[config.mk]
export PLATFORM = sky130hd
export DESIGN_NAME = prim_sync_reqack_arb
export DESIGN_NICKNAME = d
export VERILOG_FILES = /design/src/rtl/prim_sync_reqack_arb.sv
export SDC_FILE = /design/constraint.sdc
export NUM_CORES = 1
export LEC_CHECK = 0
export CAP_MARGIN = 20
export CELL_PAD_IN_SITES_DETAIL_PLACEMENT = 0
export CELL_PAD_IN_SITES_GLOBAL_PLACEMENT = 1
export CORE_MARGIN = 2
export CORE_UTILIZATION = 24
export CTS_CLUSTER_DIAMETER = 50
export DETAILED_ROUTE_END_ITERATION = 8
export PLACE_DENSITY_LB_ADDON = 0.1
export SLEW_MARGIN = 20
export SYNTH_ARGS = -nofsm -noshare
export SYNTH_HDL_FRONTEND = slang
export SYNTH_SLANG_ARGS = --single-unit
[constraint.sdc]
create_clock -name clk_dst_i -period 1.9 [get_ports clk_dst_i]
set_input_delay 0.38 -clock clk_dst_i [delete_from_list [all_inputs] [get_ports clk_dst_i]]
set_output_delay 0.38 -clock clk_dst_i [all_outputs]
set_load 0.01 [all_outputs]
[src/rtl/prim_sync_reqack_arb.sv]
// rtl/prim_sync_reqack_arb.sv - round-robin DST-side arbiter sharing one REQ/ACK data channel
// Optional feature macro: PRIM_SYNC_REQACK_ARB_EMPTY_ACK_EN (ack an idle REQ with an all-zero word).
// Data and client ID are registered on load and held unchanged through the handshake and the
// following HoldCycles cycles, so the SRC side can sample data_o without a data register.
module prim_sync_reqack_arb #(
  parameter int NumClients = 4,
  parameter int Width      = 32,
  parameter int HoldCycles = 4,
  localparam int IdW       = $clog2(NumClients)
) (
  input  logic                        clk_dst_i,
  input  logic                        rst_dst_ni,
  input  logic [NumClients-1:0]       client_valid_i,
  input  logic [NumClients*Width-1:0] client_data_i,
  output logic [NumClients-1:0]       client_ready_o,
  input  logic                        dst_req_i,
  output logic                        dst_ack_o,
  output logic [Width-1:0]            data_o,
  output logic [IdW-1:0]              id_o,
  output logic                        busy_o
);

  localparam int CntW = (HoldCycles > 1) ? $clog2(HoldCycles) : 1;

  typedef enum logic [1:0] {
    StIdle   = 2'd0,
    StLoaded = 2'd1,
    StHold   = 2'd2
  } state_e;

  state_e                state_q, state_d;
  logic [Width-1:0]      data_q, data_d;
  logic [IdW-1:0]        id_q, id_d;
  logic [IdW-1:0]        ptr_q, ptr_d;
  logic [CntW-1:0]       cnt_q, cnt_d;

  logic                  gnt_found;
  logic [IdW-1:0]        gnt_idx;
  logic [IdW-1:0]        cand;
  logic [NumClients-1:0] gnt_oh;

  // Round-robin search: first valid client after the last one served, wrapping around.
  always_comb begin
    gnt_found = 1'b0;
    gnt_idx   = '0;
    cand      = '0;
    gnt_oh    = '0;
    for (int off = 1; off <= NumClients; off++) begin
      cand = IdW'((int'(ptr_q) + off) % NumClients);
      if (!gnt_found && client_valid_i[cand]) begin
        gnt_found = 1'b1;
        gnt_idx   = cand;
      end
    end
    if (gnt_found) begin
      gnt_oh[gnt_idx] = 1'b1;
    end
  end

  // Sequencer: load a granted word, ack one REQ, then freeze the outputs for the hold window.
  always_comb begin
    state_d        = state_q;
    data_d         = data_q;
    id_d           = id_q;
    ptr_d          = ptr_q;
    cnt_d          = cnt_q;
    client_ready_o = '0;
    dst_ack_o      = 1'b0;
    case (state_q)
      StIdle: begin
        client_ready_o = gnt_oh;
        if (gnt_found) begin
          data_d  = client_data_i[int'(gnt_idx)*Width +: Width];
          id_d    = gnt_idx;
          ptr_d   = gnt_idx;
          state_d = StLoaded;
        end
`ifdef PRIM_SYNC_REQACK_ARB_EMPTY_ACK_EN
        else if (dst_req_i) begin
          // Nothing to send: answer with a zero word so the SRC side never stalls.
          dst_ack_o = 1'b1;
          data_d    = '0;
          id_d      = '0;
          if (HoldCycles == 0) begin
            state_d = StIdle;
          end else begin
            cnt_d   = CntW'(HoldCycles - 1);
            state_d = StHold;
          end
        end
`endif
      end
      StLoaded: begin
        dst_ack_o = dst_req_i;
        if (dst_req_i) begin
          if (HoldCycles == 0) begin
            state_d = StIdle;
          end else begin
            cnt_d   = CntW'(HoldCycles - 1);
            state_d = StHold;
          end
        end
      end
      StHold: begin
        if (cnt_q == '0) begin
          state_d = StIdle;
        end else begin
          cnt_d = cnt_q - CntW'(1);
        end
      end
      default: begin
        state_d = StIdle;
      end
    endcase
  end

  // State and datapath registers; reset discards any loaded word.
  always_ff @(posedge clk_dst_i or negedge rst_dst_ni) begin
    if (!rst_dst_ni) begin
      state_q <= StIdle;
      data_q  <= '0;
      id_q    <= '0;
      ptr_q   <= IdW'(NumClients - 1);
      cnt_q   <= '0;
    end else begin
      state_q <= state_d;
      data_q  <= data_d;
      id_q    <= id_d;
      ptr_q   <= ptr_d;
      cnt_q   <= cnt_d;
    end
  end

  assign data_o = data_q;
  assign id_o   = id_q;
  assign busy_o = (state_q != StIdle);

endmodule

# After elaboration in Yosys (flattened, before gate mapping)

Cells that the tools add are included.

Bits in registers: 40
Latch bits: 0
RAM bits: 0
ROM bits: 0
Output and inout port bits: 40
Logic and storage cells: 65
Memories kept: 0

Add/sub/neg operators: 5
Multiply operators: 0
Div/mod/pow operators: 0
$lt $le $gt $ge: 6
Equality and inequality tests: 6
Shift-type cells: 1
Multiplexer cells: 28
Bitwise operators: 0
Reduce and logical (&&, ||, !) cells: 14

Operator list:

| cell                                                                          | count |
|---|---|
| 128-bit by 8-bit variable part select with 32-bit output                      | 1 |
| 2-bit 2-to-1 mux                                                              | 9 |
| 2-bit by 3-bit less-than comparator with 1-bit output (second input constant) | 5 |
| 1-bit 2-to-1 mux                                                              | 10 |
| 1-bit binary-select mux with 2-bit select                                     | 4 |
| 4-bit 2-to-1 mux                                                              | 2 |
| 2-bit != test (second input constant)                                         | 4 |
| 2-bit case mux with 3 select lines                                            | 1 |
| 3-bit AND reduction                                                           | 2 |
| 2-bit by 1-bit adder with 2-bit output (second input constant)                | 2 |
| 2-bit adder (second input constant)                                           | 2 |
| 1-bit logical AND                                                             | 4 |
| 2-bit zero test                                                               | 2 |
| 2-bit case mux with 2 select lines                                            | 1 |
| 2-bit nonzero test                                                            | 2 |
| 1-bit zero test                                                               | 3 |
| 1-bit demux with 2-bit select                                                 | 1 |
| 2-bit by 1-bit equality test with 1-bit output (second input constant)        | 1 |
| 2-bit equality test (second input constant)                                   | 1 |
| 2-bit by 1-bit >= comparator with 1-bit output (second input constant)        | 1 |
| 2-bit AND reduction                                                           | 1 |
| 2-bit by 1-bit subtractor with 2-bit output (second input constant)           | 1 |

# Depth between registers and ports, before layout

Depth in word-level cells: 19
Depth in mapped cells: 9
Depth with buffers taken out: 6

# Worst setup path after synthesis

OpenSTA, ideal clock, no wires.

Path kind: register -> output
Start point: register ptr_q[0]
End point: output port client_ready_o[1]
Arrival time: 1739 ps
Required time: 1520 ps
Slack: -219 ps
Stages on the path, launching flop included: 7
Path through: dfstp_2 and3b_1 o31ai_1 buf_2 buf_2 nand2_1 nor2b_1

Cells in the longest elaborated chain, start to end: 19

RTL lines:

| item                                                                                                                                          | line | RTL |
|---|---|---|
| from (decl)                                                                                                                                   | 34   | `logic [IdW-1:0] ptr_q, ptr_d;` |
| from (signal assigned)                                                                                                                        | 123  | `ptr_q <= IdW'(NumClients - 1);` |
| from (signal assigned)                                                                                                                        | 129  | `ptr_q <= ptr_d;` |
| 2-bit by 1-bit adder with 2-bit output                                                                                                        | 49   | `cand = IdW'((int'(ptr_q) + off) % NumClients);` |
| 1-bit binary-select mux with 2-bit select                                                                                                     | 50   | `if (!gnt_found && client_valid_i[cand]) begin` |
| 1-bit 2-to-1 mux (implied by the code)                                                                                                        | 50   |  |
| 1-bit 2-to-1 mux                                                                                                                              | 50   |  |
| 1-bit zero test                                                                                                                               | 50   |  |
| 1-bit logical AND                                                                                                                             | 50   |  |
| 1-bit 2-to-1 mux                                                                                                                              | 50   |  |
| 1-bit zero test                                                                                                                               | 50   |  |
| (+3 left out)                                                                                                                                 | n/a  |  |
| 1-bit logical AND                                                                                                                             | 50   |  |
| 2-bit 2-to-1 mux                                                                                                                              | 50   |  |
| 2-bit by 3-bit less-than comparator with 1-bit output (implied by the code) or 2-bit by 1-bit >= comparator with 1-bit output (tied branches) | 56   | `gnt_oh[gnt_idx] = 1'b1;` |
| 1-bit logical AND (implied by the code)                                                                                                       | 56   |  |
| 1-bit 2-to-1 mux (implied by the code)                                                                                                        | 56   |  |
| 1-bit demux with 2-bit select                                                                                                                 | 56   |  |
| 4-bit 2-to-1 mux *                                                                                                                            | 55   | `if (gnt_found) begin` |
| 4-bit 2-to-1 mux *                                                                                                                            | 69   | `case (state_q)` |
| to (decl)                                                                                                                                     | 15   | `output logic [NumClients-1:0] client_ready_o,` |

Every way passes the cells marked *; elsewhere a longest branch is shown, timed or not. The select of a mux whose other input is x is not followed.

# Worst setup path after layout

Start point: register ptr_q[1]
End point: output port client_ready_o[1]

The elaborated chain is that of the path after synthesis.

==> key figures <==
Yosys
  • Number of synthesized register bits: 40
  • Post-synthesis average cell area: 9.90 um^2
  • Proportion of synthesized flip-flops having asynchronous set or reset: 100%
  • Number of synthesized flops with an enable pin: 0
  • Count of unique library cells instantiated by Yosys: 29
  • Most used flip-flop cell after synthesis: dfrtp_1
  • Gate count after technology mapping: 279
  • Share of synthesized area occupied by flip-flops and latches: 36.3%
  • Mapped Nets: 415
  • Syn Std Cell Area: 2760 um^2
  • Synth Warn #: 0

Floorplan
  • Initial core utilization: 24.4%
  • Total number of placement rows: 39
  • Die footprint: 12400 um^2
  • Chip width: 111 um
  • Number of top-level pins: 175
  • Die Y-Extent: 111 um
  • CORE AREA: 11300 um^2

Global routing
  • Antenna violations before repair: 0
  • Pin count of the biggest net entering global routing: 43
  • First-pass GRT wire length: 16200 um
  • Global-route congestion overflow total: 0
  • Global routing usage summed across all routing layers: 16.1%
  • Via count of the first global-routing pass: 3102

Worst setup path
  • Buffer and inverter count on the worst path: 2
  • Slowest stage cell, crit path: dfstp_2
  • CP startpoint kind: register
  • Type of the setup path with the least slack: register to primary output
  • Worst setup path start: ptr_q[1]
  • Worst Setup End Kind: primary output
  • Data arrival time of the critical path: 1.83 ns
  • Worst flop-to-flop path startpoint: ptr_q[1]
  • Chain of cells forming the critical path: a21oi_1, o31ai_4, buf_4, nand2_4, nor2b_4, buf_6
  • Required arrival time at the worst endpoint: 1.52 ns
  • Maximum fanout along the worst path: 7
  • Max incr delay on CP: 0.60 ns
  • Cell family contributing the most delay on the critical path: flip-flops

Timing
  • Setup total negative slack: -8.78 ns
  • WHS: 0.505 ns
  • Unrepaired setup endpoints after global routing: true
  • Maximum frequency from static timing analysis: 452 MHz
  • Final count of negative-setup-slack endpoints: 36
  • Total count of max-transition violations in the final report: 0
  • Skew final: 0.00503 ns
  • Final critical path time including I/O delays and setup: 2.21 ns
  • Final Worst Setup Slack: -0.313 ns
  • Ratio of final minimum period to clock period: 116%
  • Final hold vios: 0
  • Remaining max-slew budget at the tightest pin: 69.9%
  • Worst-margin pin slew: 0.452 ns

Layout
  • Non-filler cells in the finished layout: 621
  • Share of final-layout standard cells stronger than drive strength 1: 23.2%
  • Most common cell after layout, fill and taps aside: clkdlybuf4s50_1
  • Number of fillers in the final layout: 1079
  • Antenna fix cells: 0
  • Layout Nets: 613
  • Synthesis-to-layout area growth: 93.7%
  • Most frequent cells in the layout: clkdlybuf4s50_1, nand3_1, dfrtp_1, buf_4

Power
  • Pwr Density: 1370 nW/um^2
  • Final total power: 7.31 mW
  • Cell leakage power: 2.30 nW
  • Maximum vdd ir drop: 0.484 mV

Clock tree
  • Clock tree from TritonCTS: yes
  • Total number of H-tree levels: 2
  • Reg clk slew, reported paths: 0.06 ns
  • Skew-Pair Late Insertion Delay: 0.28 ns
  • Number of CTS-inserted buffers: 5
  • Longest Clk Path Bufs: 2
  • Clk sink count: 40
  • Cell at the root of the clock tree: clkbuf_16

Run status
  • Violations in the final reports: negative setup slack
  • Run status: complete, but fails checks

Routing
  • First-pass detailed-route iteration total: 4
  • Antenna viol nets, final: 0
  • Number of vias in the routed layout: 3020
  • Drt initial violations: 101
  • Routed length per placed instance: 16.7 um
  • Detailed-route DRC error count: 0
  • Vias per cell: 4.86
  • Routed wire length: 10400 um

Placed design
  • Detailed-placement wirelength estimate: 7270 um
  • Placed Cells incl. Taps: 599
  • Post-Place Setup Slack: -0.759 ns
  • Count of input and output buffers: 174
  • GPL Wtd Cong: 0.703

Worst hold path
  • Worst min-delay path category: input pin to async pin

Run
  • Number of maximum-capacitance constraint violations: 0
routing by layer:
layer / vias to the layer above / routed length [um] / GRT usage [%]
li1: 1463 / - / -
met1: 1439 / 4570 / 20.6
met2: 114 / 4990 / 27.0
met3: 4 / 761 / 5.03
met4: 0 / 75 / 2.88
met5: - / 0 / 0
worst register-to-register path, delay by kind of cell, from the launching register on:
| kind | cells | cell delay, ns |
|---|---|---|
| buf+inv | 2 | 0.37 |
| simple gates | 1 | 0.15 |
| compound gates | 3 | 0.63 |
| flops | 1 | 0.60 |
| mux | 1 | 0.32 |
path summary, 6_finish.rpt:
check                               endpoint  slack, ns  cells after the start
hold reg to reg                    data_o[8]       0.50                      1
setup / recovery           client_ready_o[1]      -0.31                      6
setup reg to reg                  data_o[20]      -0.28                      7
max in group asynchronous           ptr_q[0]       0.83                      3
hold / removal                    data_o[28]       0.50                      2
min in group clk_dst_i             data_o[8]       0.51                      1
registers in the layout, indices dropped and copies added, names as in the netlist:
signal   count
data_o      32
cnt_q        2
id_o         2
ptr_q        2
state_q      2
layout make-up:
| cell class | instances | area, um^2 | share of cell area (%) |
|---|---|---|---|
| tap | 143 | 179 | 3.34 |
| sequential | 40 | 1000 | 18.7 |
| clock buffer | 7 | 153 | 2.85 |
| timing repair buffer | 220 | 2180 | 40.8 |
| multi-input combinational | 207 | 1790 | 33.5 |
| inverter | 3 | 11.3 | 0.210 |
| clock inverter | 1 | 30.0 | 0.561 |
stage by stage:
| stage | area [um^2] | utilization (%) |
|---|---|---|
| 2_1_floorplan | 2960 | - |
| 3_3_place_gp | 4990 | 44.1 |
| 4_1_cts | 5220 | 46.1 |
| 6_report | 5350 | 47.3 |
| 5_1_grt | 5350 | 47.3 |
| 3_5_place_dp | 4990 | 44.1 |
power breakdown:
group / internal [mW] / leakage, nW / switching [mW]
Combinational: 2.64 / 1.73 / 2.07
Sequential: 1.30 / 0.483 / 0.252
Clock: 0.693 / 0.0901 / 0.358
Total: 4.63 / 2.30 / 2.68
cell families (layout without fill, tap and decap cells):
| family | Yosys count | after routing | share of synthesized area, % |
|---|---|---|---|
| AO/OA/AOI/OAI | 44 | 44 | 14.4 |
| adder cells (fa/ha/maj) | 1 | 1 | 0.453 |
| buffers and inverters | 32 | 231 | 6.16 |
| flip-flops | 40 | 40 | 36.3 |
| multiplexers | 65 | 65 | 25.0 |
| AND/OR/NAND/NOR | 97 | 97 | 17.7 |
Yosys cell counts, drive strengths merged, types with 2 or more instances:
cell type   n  area [um^2]
nand2b      2         12.5
dfstp       2         52.6
dfrtp      38          951
mux2i      33          330
nand2       7         26.3
inv         3         11.3
a221o      32          320
a21oi       6         30.0
nand3      64          320
clkbuf     15         56.3
and2        2         12.5
mux2       32          360
nor2       12         45.0
or2         3         18.8
nor2b       3         18.8
o21ai       2         10.0
buf        14          103
timing repair:
item,CTS,global route
buffers inserted,2,10
cloned,0,2
hold buffers,1,0
pin swaps,5,1
resized for setup,32,5
endpoints found under the setup margin,38,36
endpoints found under the hold margin,6,0
Note: power is estimated with default switching activity, not from simulation.
